[config.mk]
export PLATFORM = sky130hd
export DESIGN_NAME = accum_frame_add_sub
export DESIGN_NICKNAME = d
export VERILOG_FILES = /design/src/rtl/accum_frame_add_sub.sv
export SDC_FILE = /design/constraint.sdc
export NUM_CORES = 1
export LEC_CHECK = 0
export CORE_MARGIN = 4
export CORE_UTILIZATION = 40
export CTS_CLUSTER_SIZE = 24
export DETAILED_ROUTE_END_ITERATION = 10
export MAX_ROUTING_LAYER = met4
export PLACE_DENSITY = 0.66
export SYNTH_ARGS = -nofsm -noshare
export SYNTH_HDL_FRONTEND = slang
export SYNTH_SLANG_ARGS = --single-unit
[constraint.sdc]
create_clock -name clk -period 6.4 [get_ports clk]
set_input_delay 0.96 -clock clk [delete_from_list [all_inputs] [get_ports clk]]
set_output_delay 0.96 -clock clk [all_outputs]
set_load 0.005 [all_outputs]
[src/rtl/accum_frame_add_sub.sv]
// Framed add/sub accumulator: sums exactly LEN accepted samples per frame with sticky carry/overflow flags.
// Define ACCUM_SATURATE_EN to clamp S on signed overflow instead of wrapping.
module accum_frame_add_sub #(
  parameter int unsigned N   = 8,
  parameter int unsigned LEN = 4,
  parameter int unsigned CW  = $clog2(LEN + 1)
) (
  input  logic         clk,
  input  logic         aclr,
  input  logic         start,
  input  logic         in_valid,
  output logic         in_ready,
  input  logic [N-1:0] A,
  input  logic         add_sub,
  output logic [N-1:0] A_reg_out,
  output logic [N-1:0] S,
  output logic         S_valid,
  output logic         done,
  output logic         busy,
  output logic         carry,
  output logic         overflow
);

  localparam logic [1:0] ST_IDLE  = 2'd0;
  localparam logic [1:0] ST_ACCUM = 2'd1;
  localparam logic [1:0] ST_DONE  = 2'd2;

  logic [1:0]    state_q, state_d;
  logic [N-1:0]  a_q, a_d;
  logic          as_q, as_d;
  logic          pv_q, pv_d;
  logic [CW-1:0] acc_cnt_q, acc_cnt_d;
  logic [CW-1:0] sum_cnt_q, sum_cnt_d;
  logic [N-1:0]  s_q, s_d;
  logic          carry_q, carry_d;
  logic          ovf_q, ovf_d;
  logic          s_valid_q, s_valid_d;
  logic          done_q, done_d;
  logic          busy_q, busy_d;
  logic          ready_q, ready_d;

  logic [N-1:0]  b_op;
  logic [N:0]    add_full;
  logic          carry_c;
  logic          ovf_c;
  logic [N-1:0]  res;

  // Stage-2 adder; subtraction is S + ~A + 1, so the operand sign test covers both modes.
  always_comb begin
    b_op     = as_q ? ~a_q : a_q;
    add_full = {1'b0, s_q} + {1'b0, b_op} + (N + 1)'(as_q);
    carry_c  = as_q ^ add_full[N];
    ovf_c    = (s_q[N-1] == b_op[N-1]) && (add_full[N-1] != s_q[N-1]);
`ifdef ACCUM_SATURATE_EN
    // On overflow the true result has the sign of S.
    if (ovf_c) res = s_q[N-1] ? {1'b1, {(N-1){1'b0}}} : {1'b0, {(N-1){1'b1}}};
    else       res = add_full[N-1:0];
`else
    res = add_full[N-1:0];
`endif
  end

  always_comb begin
    state_d   = state_q;
    a_d       = a_q;
    as_d      = as_q;
    pv_d      = pv_q;
    acc_cnt_d = acc_cnt_q;
    sum_cnt_d = sum_cnt_q;
    s_d       = s_q;
    carry_d   = carry_q;
    ovf_d     = ovf_q;
    s_valid_d = s_valid_q;
    case (state_q)
      ST_IDLE: begin
        if (start) begin
          state_d   = ST_ACCUM;
          s_d       = '0;
          carry_d   = 1'b0;
          ovf_d     = 1'b0;
          s_valid_d = 1'b0;
          acc_cnt_d = '0;
          sum_cnt_d = '0;
          pv_d      = 1'b0;
        end
      end
      ST_ACCUM: begin
        pv_d = 1'b0;
        if (in_valid && ready_q) begin
          a_d       = A;
          as_d      = add_sub;
          pv_d      = 1'b1;
          acc_cnt_d = acc_cnt_q + CW'(1);
        end
        if (pv_q) begin
          s_d       = res;
          carry_d   = carry_q | carry_c;
          ovf_d     = ovf_q | ovf_c;
          sum_cnt_d = sum_cnt_q + CW'(1);
          if (sum_cnt_q == CW'(LEN - 1)) begin
            state_d   = ST_DONE;
            s_valid_d = 1'b1;
          end
        end
      end
      ST_DONE: state_d = ST_IDLE;
      default: state_d = ST_IDLE;
    endcase
    // Status outputs are registered from the next-state view so they align with state_q.
    ready_d = (state_d == ST_ACCUM) && (acc_cnt_d < CW'(LEN));
    busy_d  = (state_d != ST_IDLE);
    done_d  = (state_d == ST_DONE);
  end

  always_ff @(posedge clk) begin
    if (aclr) begin
      state_q   <= ST_IDLE;
      a_q       <= '0;
      as_q      <= 1'b0;
      pv_q      <= 1'b0;
      acc_cnt_q <= '0;
      sum_cnt_q <= '0;
      s_q       <= '0;
      carry_q   <= 1'b0;
      ovf_q     <= 1'b0;
      s_valid_q <= 1'b0;
      done_q    <= 1'b0;
      busy_q    <= 1'b0;
      ready_q   <= 1'b0;
    end else begin
      state_q   <= state_d;
      a_q       <= a_d;
      as_q      <= as_d;
      pv_q      <= pv_d;
      acc_cnt_q <= acc_cnt_d;
      sum_cnt_q <= sum_cnt_d;
      s_q       <= s_d;
      carry_q   <= carry_d;
      ovf_q     <= ovf_d;
      s_valid_q <= s_valid_d;
      done_q    <= done_d;
      busy_q    <= busy_d;
      ready_q   <= ready_d;
    end
  end

  assign in_ready  = ready_q;
  assign A_reg_out = a_q;
  assign S         = s_q;
  assign S_valid   = s_valid_q;
  assign done      = done_q;
  assign busy      = busy_q;
  assign carry     = carry_q;
  assign overflow  = ovf_q;

endmodule

==> results of run 1 <==
## kinds of logic (layout without fill, tap and decap cells)
logic type	Yosys count	count (layout)
simple gates	73	73
compound gates	42	42
flops	32	32
xor+xnor	15	15
fa+ha+maj	11	11
buf+inv	11	47
mux	4	4
## sequential cells by signal (all words and copies together) (netlist names), 2 cells and up
| signal | count |
|---|---|
| state_q | 2 |
| sum_cnt_q | 3 |
| acc_cnt_q | 3 |
| S | 8 |
| A_reg_out | 8 |
## power groups by stage
stage / combinational [mW] / clock (mW) / sequential (mW)
2_1_floorplan: 0.0166 / 0 / 0.209
3_3_place_gp: 0.0311 / 0 / 0.210
3_5_place_dp: 0.0312 / 0 / 0.210
4_1_cts: 0.0314 / 0.164 / 0.205
5_1_grt: 0.0345 / 0.171 / 0.206
6_report: 0.0310 / 0.162 / 0.205
## final cells by class
type | count | share of cell area [%]
flip-flops and latches | 32 | 31.0
multi-input cells | 145 | 44.1
clock inverters | 1 | 0.364
clock buffers | 7 | 4.18
repair buffers | 34 | 16.5
inverters | 5 | 0.909
well taps | 48 | 2.91
## worst paths after layout
path,to,slack (ns),depth (start not counted)
min reg2reg,S[6],0.47,2
min,S[6],0.47,2
max reg2reg,carry,4.04,8
max,overflow,3.87,5
## routing by layer
layer  vias to the layer above  global-route usage (%)
li1                        711                       -
met1                       593                    20.0
met2                        28                    20.0
met3                         5                    3.55
met4                         0                    6.26
met5                         -                       -
## worst max-delay path, cell delays in order
cell,delay [ns]
clkdlybuf4s50_1,0.89
nand2b_1,0.49
nor4_1,0.28
a21oi_1,0.07
nand2_1,0.07
## through the flow
stage / power [mW] / hold slack (ns)
finish: 0.399 / 0.467
global route: 0.411 / 0.493
CTS: 0.400 / 0.470
detailed placement: 0.241 / 0.458
global placement: 0.241 / 0.457
floorplan: 0.226 / 0.444
## cell usage in the layout (no fill, tap or decap), types with 2 or more instances in the layout
master / synthesis / routed
inv_1: 5 / 5
nand3_1: 2 / 2
nor2_1: 21 / 21
and2_1: 2 / 2
clkdlybuf4s50_1: 0 / 34
clkbuf_8: 0 / 6
mux2i_1: 4 / 4
xnor2_1: 3 / 3
a21oi_1: 20 / 20
ha_1: 10 / 10
xor2_1: 12 / 12
a22oi_1: 4 / 4
nand2_1: 33 / 33
dfxtp_1: 32 / 32
o21ai_1: 7 / 7
nor3_1: 5 / 5
o211ai_1: 2 / 2
==> flow_summary.json, run 1 <==
{
  "cts_root_buffer": "clkbuf_8",
  "grt_max_degree": 28,
  "synthMuxAreaShare_pct": 2.51,
  "postCtsHoldBufs": 0,
  "synth_top_family_by_area": "simple AND/OR/NAND/NOR gates",
  "max_cap_violations": 0,
  "ys_types": 38,
  "dr.pass1.iters": 4,
  "p_comb_share_pct": 7.8,
  "synth_fa_ha_area_share_pct": 9.08,
  "cts_buffers": 5,
  "ir_drop_uv": 143,
  "yosys_warnings": 0,
  "dieArea_sq_um": 5070,
  "power.share.switching_pct": 23.4,
  "n_fill_cell": 357,
  "synth_seq_cells": 32,
  "tns_ns": 0,
  "p_int_uw": 305,
  "syn_area_sq_um": 1600,
  "wl_per_cell_um": 12.3,
  "r2r_start": "as_q",
  "multi_input_area_sq_um": 911,
  "drive_above_1_share_pct": 4.91,
  "status": "complete, no violations",
  "grt_usage_pct": 14.5,
  "ctsLongestPathBuffers": 2,
  "path_clk_slew_ns": 0.07,
  "pre_cts_slack_ns": 3.58,
  "finClkSkew_ns": 0.00855,
  "avgSynthCellArea_sq_um": 8.50,
  "final_antenna_net_count": 0,
  "synth-simple-area-share_pct": 20.0,
  "layout_setup_ws_ns": 3.87,
  "gp_congestion": 0.829,
  "num_io_pins": 35,
  "drt_wl_total_um": 3360,
  "cp.arrival_ns": 2.77,
  "yosys.area.top_type": "dfxtp_1",
  "cts_sinks": 32,
  "setup_violations": 0,
  "drc_errors": 0,
  "fmax_mhz": 395,
  "synth_xor_area_share_pct": 8.22,
  "clockPowerShare_pct": 40.8,
  "vias_per_cell": 4.92,
  "min_path_type": "flip-flop to flip-flop",
  "wl_met2_um": 1390,
  "finish.utilization_pct": 54.7,
  "period_share_pct": 39.6,
  "drv_slew": 0,
  "clk_latency_ns": 0.29,
  "postSynthCellCount": 188,
  "die_h_um": 71.2,
  "dp_hpwl_um": 2520,
  "tightest_slew_ns": 0.941,
  "rsz0062_at_grt": "no",
  "fin_cells": 272,
  "hold_viol_final": 0,
  "final_nets": 247,
  "cts_resized": 0,
  "min_period_ns": 2.53,
  "crit_path_max_fanout": 27,
  "wl_met3_um": 154,
  "synthTopCellsByCount": "33 x nand2_1, 32 x dfxtp_1, 21 x nor2_1",
  "first_global_vias": 1251,
  "crit_path_end_kind": "flip-flop",
  "routed.top_layer": "met4",
  "drt-initial-drc-count": 86,
  "synthTopCellsByArea": "dfxtp_1 40%, ha_1 7.8%, nand2_1 7.8%, xor2_1 6.6%, a21oi_1 6.3%",
  "antenna_cells": 0,
  "stdcell_area_sq_um": 2060,
  "ctsHtreeMaxLevel": 2,
  "switchingPower_uw": 93.3,
  "placed_area_sq_um": 1970,
  "grt_first_pass_wirelength_um": 5710,
  "portBuffers": 34,
  "synthFlopType": "dfxtp_1",
  "synth_top_area_share_pct": 40.1,
  "vias": 1337,
  "syn-num-nets": 212,
  "crit_required_ns": 6.64,
  "ys_async_sr_fraction_pct": 0,
  "seq_area_sq_um": 641,
  "place_inst": 264,
  "start_util_pct": 42.4,
  "area_delta_synth_final_pct": 29.2,
  "critPathLaunch": "aclr",
  "seq_area_frac_synth_pct": 40.1,
  "wl_met1_um": 1770,
  "synth_compound_area_share_pct": 17.1,
  "crit_type": "input pin to flip-flop",
  "synth.most_common_cell": "nand2_1",
  "p_leak_nw": 0.834,
  "slew_headroom_pct": 37.1,
  "power_density_nw_per_um2": 193,
  "antenna_found_initial": 0,
  "synth-edff-count": 0,
  "seq_power_share_pct": 51.4,
  "gr-total-overflow": 0,
  "die_w_um": 71.2,
  "core_area_sq_um": 3770,
  "cts_tree": "done",
  "min_from": "S[6]",
  "postCtsSetupBuffers": 0,
  "start_kind": "input pin",
  "rows": 22
}
Note: power is estimated with default switching activity, not from simulation.
==> run 2, diff against run 1 <==
--- a/config.mk
+++ b/config.mk
@@ -10,7 +10,7 @@
 export CTS_CLUSTER_SIZE = 24
 export DETAILED_ROUTE_END_ITERATION = 10
 export MAX_ROUTING_LAYER = met4
-export PLACE_DENSITY = 0.66
+export PLACE_DENSITY = 0.68
 export SYNTH_ARGS = -nofsm -noshare
 export SYNTH_HDL_FRONTEND = slang
 export SYNTH_SLANG_ARGS = --single-unit
==> constraint.sdc (replaced) <==
create_clock -name clk -period 2.3 [get_ports clk]
set_input_delay 0.345 -clock clk [delete_from_list [all_inputs] [get_ports clk]]
set_output_delay 0.345 -clock clk [all_outputs]
set_load 0.005 [all_outputs]
==> run 2 against run 1 <==
Effect of this change: register-to-register slack worse by 3.8 ns; via count up 1.4%; power rose to 2.7 times the previous value; final cell count up 2.2%; routed wire length up 0.27%; utilization up 1.1 points; sequential share of layout area down 0.53 points; first-iteration DRC count down 37%; largest power group unchanged.
==> flow_summary.json, run 2 (synthesis gave the netlist of run 1 again) <==
{
  "start_kind": "flip-flop",
  "drv_slew": 0,
  "cts_root_buffer": "clkbuf_8",
  "final_antenna_net_count": 0,
  "portBuffers": 34,
  "layout_common_cells": "34 x clkdlybuf4s50_1, 33 x nand2_1, 31 x dfxtp_1",
  "min_period_ns": 2.11,
  "min_path_type": "flip-flop to flip-flop",
  "met3_usage_pct": 4.55,
  "power_density_nw_per_um2": 515,
  "die_h_um": 71.2,
  "crit_type": "flip-flop to flip-flop",
  "drc_errors": 0,
  "postCtsHoldBufs": 0,
  "area_delta_synth_final_pct": 31.7,
  "use_met1_pct": 19.0,
  "crit_path_max_fanout": 2,
  "dieArea_sq_um": 5070,
  "drt_wl_total_um": 3370,
  "start_util_pct": 42.4,
  "dr.pass1.iters": 4,
  "grt_usage_pct": 14.7,
  "fmax_mhz": 474,
  "grt_max_degree": 18,
  "clk_latency_ns": 0.29,
  "dp_hpwl_um": 2620,
  "ctsHtreeMaxLevel": 2,
  "ir_drop_uv": 352,
  "busiest_layer": "met2",
  "crit_required_ns": 2.48,
  "antenna_found_initial": 0,
  "hold_viol_final": 0,
  "vias_per_cell": 4.88,
  "period_share_pct": 91.7,
  "cts_tree": "done",
  "slew_headroom_pct": 72.0,
  "max_cap_violations": 0,
  "cts_buffers": 5,
  "drive_above_1_share_pct": 8.26,
  "cts_sinks": 32,
  "setup_violations": 0,
  "gr-total-overflow": 0,
  "first_global_vias": 1305,
  "die_w_um": 71.2,
  "core_area_sq_um": 3770,
  "ctsLongestPathBuffers": 2,
  "path_clk_slew_ns": 0.07,
  "status": "complete, no violations",
  "postCtsSetupBuffers": 0,
  "tns_ns": 0,
  "rows": 22,
  "p_leak_nw": 0.868,
  "crit_path_end_kind": "flip-flop",
  "tightest_slew_ns": 0.419,
  "cp.arrival_ns": 2.29,
  "grt_first_pass_wirelength_um": 5800,
  "finClkSkew_ns": 0.00473,
  "drt-initial-drc-count": 54,
  "rsz0062_at_grt": "no",
  "final_common_cell": "clkdlybuf4s50_1",
  "vias": 1356,
  "wl_per_cell_um": 12.1,
  "met2_usage_pct": 21.7,
  "layout_setup_ws_ns": 0.190,
  "num_io_pins": 35,
  "gp_congestion": 0.805,
  "pre_cts_slack_ns": 0.113,
  "final_nets": 253,
  "antenna_cells": 0
}
[run 2: changes by cell type in the layout (fill, tap and decap cells not counted)]
cell        delta
buf_4          +6
clkbuf_1       -1
clkbuf_8       -1
clkinv_2       +2
clkinv_4       +1
clkinvlp_4     -1
dfxtp_1        -1
dfxtp_2        +1
[run 2: per-layer routing]
| layer | routed length (um) | share of wire, % |
|---|---|---|
| met3 | 168 | 5.0 |
| met4 | 52 | 1.5 |
| met2 | 1440 | 43 |
| met5 | 0 | 0 |
| met1 | 1700 | 51 |
[run 2: final timing paths]
path              endpoint  slack, ns  cells past startpoint    startpoint
setup / recovery     carry       0.19                      8  A_reg_out[0]
hold / removal        S[3]       0.47                      2          S[3]
setup reg to reg     carry       0.19                      8  A_reg_out[0]
hold reg to reg       S[3]       0.47                      2          S[3]
[run 2: power by group]
group	total (mW)	switching [mW]	leakage, nW	internal (mW)
Clock	0.420	0.210	0.0479	0.210
Sequential	0.570	0.00763	0.259	0.562
Combinational	0.0926	0.0436	0.560	0.0491
[run 2: repair_timing]
action	4_1_cts	5_1_grt
resized for setup	0	1
endpoints found under the setup margin	0	2
endpoints found under the hold margin	0	0
[run 2: final cells by class]
class	instances	area, sq um
fill	356	1670
clock inverter	3	18.8
sequential	32	642
timing repair buffer	40	385
multi-input combinational	145	911
tap	48	60.1
clock buffer	5	68.8
inverter	5	18.8
[run 2: stage by stage]
step / hold WS [ns] / power, mW / instances / util (%) / area, sq um
finish: 0.468 / 1.08 / 278 / 55.8 / 2100
global placement: 0.454 / 0.676 / 270 / 53.5 / 2020
floorplan: 0.444 / 0.627 / 188 / - / 1600
global route: 0.490 / 1.13 / 278 / 55.8 / 2100
detailed placement: 0.463 / 0.675 / 270 / 53.5 / 2020
CTS: 0.473 / 1.10 / 278 / 55.8 / 2100
[run 2: critical path, cell delays in order (launching register included)]
cell	delay [ns]
dfxtp_1	0.35
mux2i_1	0.25
inv_1	0.09
fa_1	0.41
a21o_4	0.24
a211oi_2	0.23
o41ai_2	0.11
xor2_1	0.14
a22o_1	0.18
==> run 3, diff against run 2 <==
--- a/config.mk
+++ b/config.mk
@@ -6,11 +6,11 @@
 export NUM_CORES = 1
 export LEC_CHECK = 0
 export CORE_MARGIN = 4
-export CORE_UTILIZATION = 40
+export CORE_UTILIZATION = 45
 export CTS_CLUSTER_SIZE = 24
 export DETAILED_ROUTE_END_ITERATION = 10
 export MAX_ROUTING_LAYER = met4
-export PLACE_DENSITY = 0.68
+export PLACE_DENSITY = 0.75
 export SYNTH_ARGS = -nofsm -noshare
 export SYNTH_HDL_FRONTEND = slang
 export SYNTH_SLANG_ARGS = --single-unit
==> run 3 against run 2 <==
Effect of this change: sequential share of layout area is 0.52 points higher; critical path depth did not move; global-route usage up 1.9 points; worst setup slack better by 0.0088 ns; non-clock buffer count shrank 1; combinational power down 0.6%; final cell count fell by 1.1%; highest routed layer unchanged; worst hold slack got worse by 0.0025 ns; maximum frequency up 0.42%; clock skew up 0.0065 ns.
==> flow_summary.json, run 3 (synthesis gave the netlist of run 1 again) <==
{
  "seq_power_share_pct": 56.7,
  "num_io_pins": 35,
  "placed_area_sq_um": 2010,
  "drc_errors": 0,
  "rows": 21,
  "grt_first_pass_wirelength_um": 5620,
  "multi_input_area_sq_um": 911,
  "setup_violations": 0,
  "die_w_um": 67.6,
  "rr_worst_depth": 8,
  "timing.rr.end": "carry",
  "drt-initial-drc-count": 67,
  "clockPowerShare_pct": 34.2,
  "crit_path_max_fanout": 2,
  "cts_sinks": 32,
  "cp.arrival_ns": 2.34,
  "tns_ns": 0,
  "crit_required_ns": 2.54,
  "clk_latency_ns": 0.34,
  "n_fill_cell": 291,
  "fin_cells": 275,
  "core_area_sq_um": 3390,
  "min_from": "S[6]",
  "start_util_pct": 47.1,
  "finClkSkew_ns": 0.0112,
  "seq_area_sq_um": 642,
  "layout_common_cells": "34 x clkdlybuf4s50_1, 33 x nand2_1, 31 x dfxtp_1",
  "slew_headroom_pct": 66.9,
  "ctsHtreeMaxLevel": 2,
  "dr.pass1.iters": 4,
  "drt_wl_total_um": 3420,
  "p_leak_nw": 0.846,
  "grt_max_degree": 17,
  "cts_root_buffer": "clkbuf_4",
  "gp_congestion": 0.877,
  "whs_endpoint": "S[6]",
  "crit_path_end_kind": "flip-flop",
  "p_int_uw": 759,
  "finish.utilization_pct": 61.1,
  "min_path_type": "flip-flop to flip-flop",
  "gr-total-overflow": 0,
  "cts_tree": "done",
  "max_cap_violations": 0,
  "path_clk_slew_ns": 0.10,
  "hold_viol_final": 0,
  "r2r_slack_ns": 0.20,
  "first_global_vias": 1267,
  "dieArea_sq_um": 4570,
  "power_density_nw_per_um2": 486,
  "r2r_start": "A_reg_out[0]",
  "area_delta_synth_final_pct": 29.5,
  "postCtsSetupBuffers": 0,
  "min_period_ns": 2.10,
  "stdcell_area_sq_um": 2070,
  "crit_type": "flip-flop to flip-flop",
  "status": "complete, no violations",
  "min_path_cells": 2,
  "p_comb_share_pct": 9.1,
  "ir_drop_uv": 348,
  "drive_above_1_share_pct": 7.42,
  "switchingPower_uw": 246,
  "rsz0062_at_grt": "no",
  "final_nets": 252,
  "tightest_slew_ns": 0.495,
  "vias_per_cell": 5.01,
  "place_inst": 267,
  "fmax_mhz": 476,
  "ctsLongestPathBuffers": 2,
  "portBuffers": 34,
  "antenna_found_initial": 0,
  "dp_hpwl_um": 2560,
  "holdWs_ns": 0.465,
  "period_share_pct": 91.4,
  "grt_usage_pct": 16.7,
  "final_antenna_net_count": 0,
  "wl_per_cell_um": 12.4,
  "antenna_cells": 0,
  "drv_slew": 0,
  "final_common_cell": "clkdlybuf4s50_1",
  "power.share.switching_pct": 24.5,
  "cts_buffers": 5,
  "die_h_um": 67.6,
  "start_kind": "flip-flop",
  "vias": 1377
}
## run 3: changes by cell type in the layout (fill, tap and decap cells not counted)
cell	change
clkinv_4	-1
clkbuf_4	+5
buf_4	-1
clkbuf_1	+1
clkinv_2	-2
clkinvlp_4	+1
clkbuf_8	-4
## run 3: worst max-delay path by stage
stage | from | endpoint | cells past startpoint
floorplan | as_q | carry | 9
global placement | as_q | carry | 7
detailed placement | as_q | carry | 7
CTS | as_q | carry | 7
global route | A_reg_out[0] | carry | 8
finish | A_reg_out[0] | carry | 8
## run 3: worst max-delay path, cell delays in order (launching register included)
cell and delay, ns:
dfxtp_1 0.36, mux2i_1 0.24, inv_1 0.08, fa_1 0.41, a21o_4 0.24, a211oi_2 0.23
o41ai_2 0.11, xor2_1 0.14, a22o_1 0.18
## run 3: area by class of cell
cell class / count / area share [%]
clock buffers: 7 / 2.66
clock inverters: 1 / 0.363
inverters: 5 / 0.907
multi-input cells: 145 / 44.0
flip-flops and latches: 32 / 31.0
well taps: 46 / 2.78
repair buffers: 39 / 18.3
## run 3: timing repair
action,CTS,global route
gates resized for setup,0,1
setup endpoints to repair,0,1
hold buffers,0,0
## run 3: metrics by stage
stage	setup slack, ns	total power [mW]
floorplan	0.158	0.627
global placement	0.137	0.673
detailed placement	0.0948	0.674
CTS	0.0713	1.01
global route	0.105	1.05
finish	0.199	1.01
## run 3: routing by layer
metal  vias up  global-route usage (%)  wire [um]  share of wire (%)
li1        720                       -          -                  -
met1       622                    22.2       1720                 50
met2        30                    24.1       1500                 44
met3         5                    4.99        160                4.7
met4         0                    5.32         42                1.2
met5         -                       -          0                  0
## run 3: power groups by stage
| stage | logic [mW] | clock network (mW) | registers [mW] |
|---|---|---|---|
| 2_1_floorplan | 0.0463 | 0 | 0.581 |
| 3_3_place_gp | 0.0906 | 0 | 0.582 |
| 3_5_place_dp | 0.0912 | 0 | 0.583 |
| 4_1_cts | 0.0920 | 0.352 | 0.570 |
| 5_1_grt | 0.101 | 0.374 | 0.571 |
| 6_report | 0.0920 | 0.344 | 0.570 |
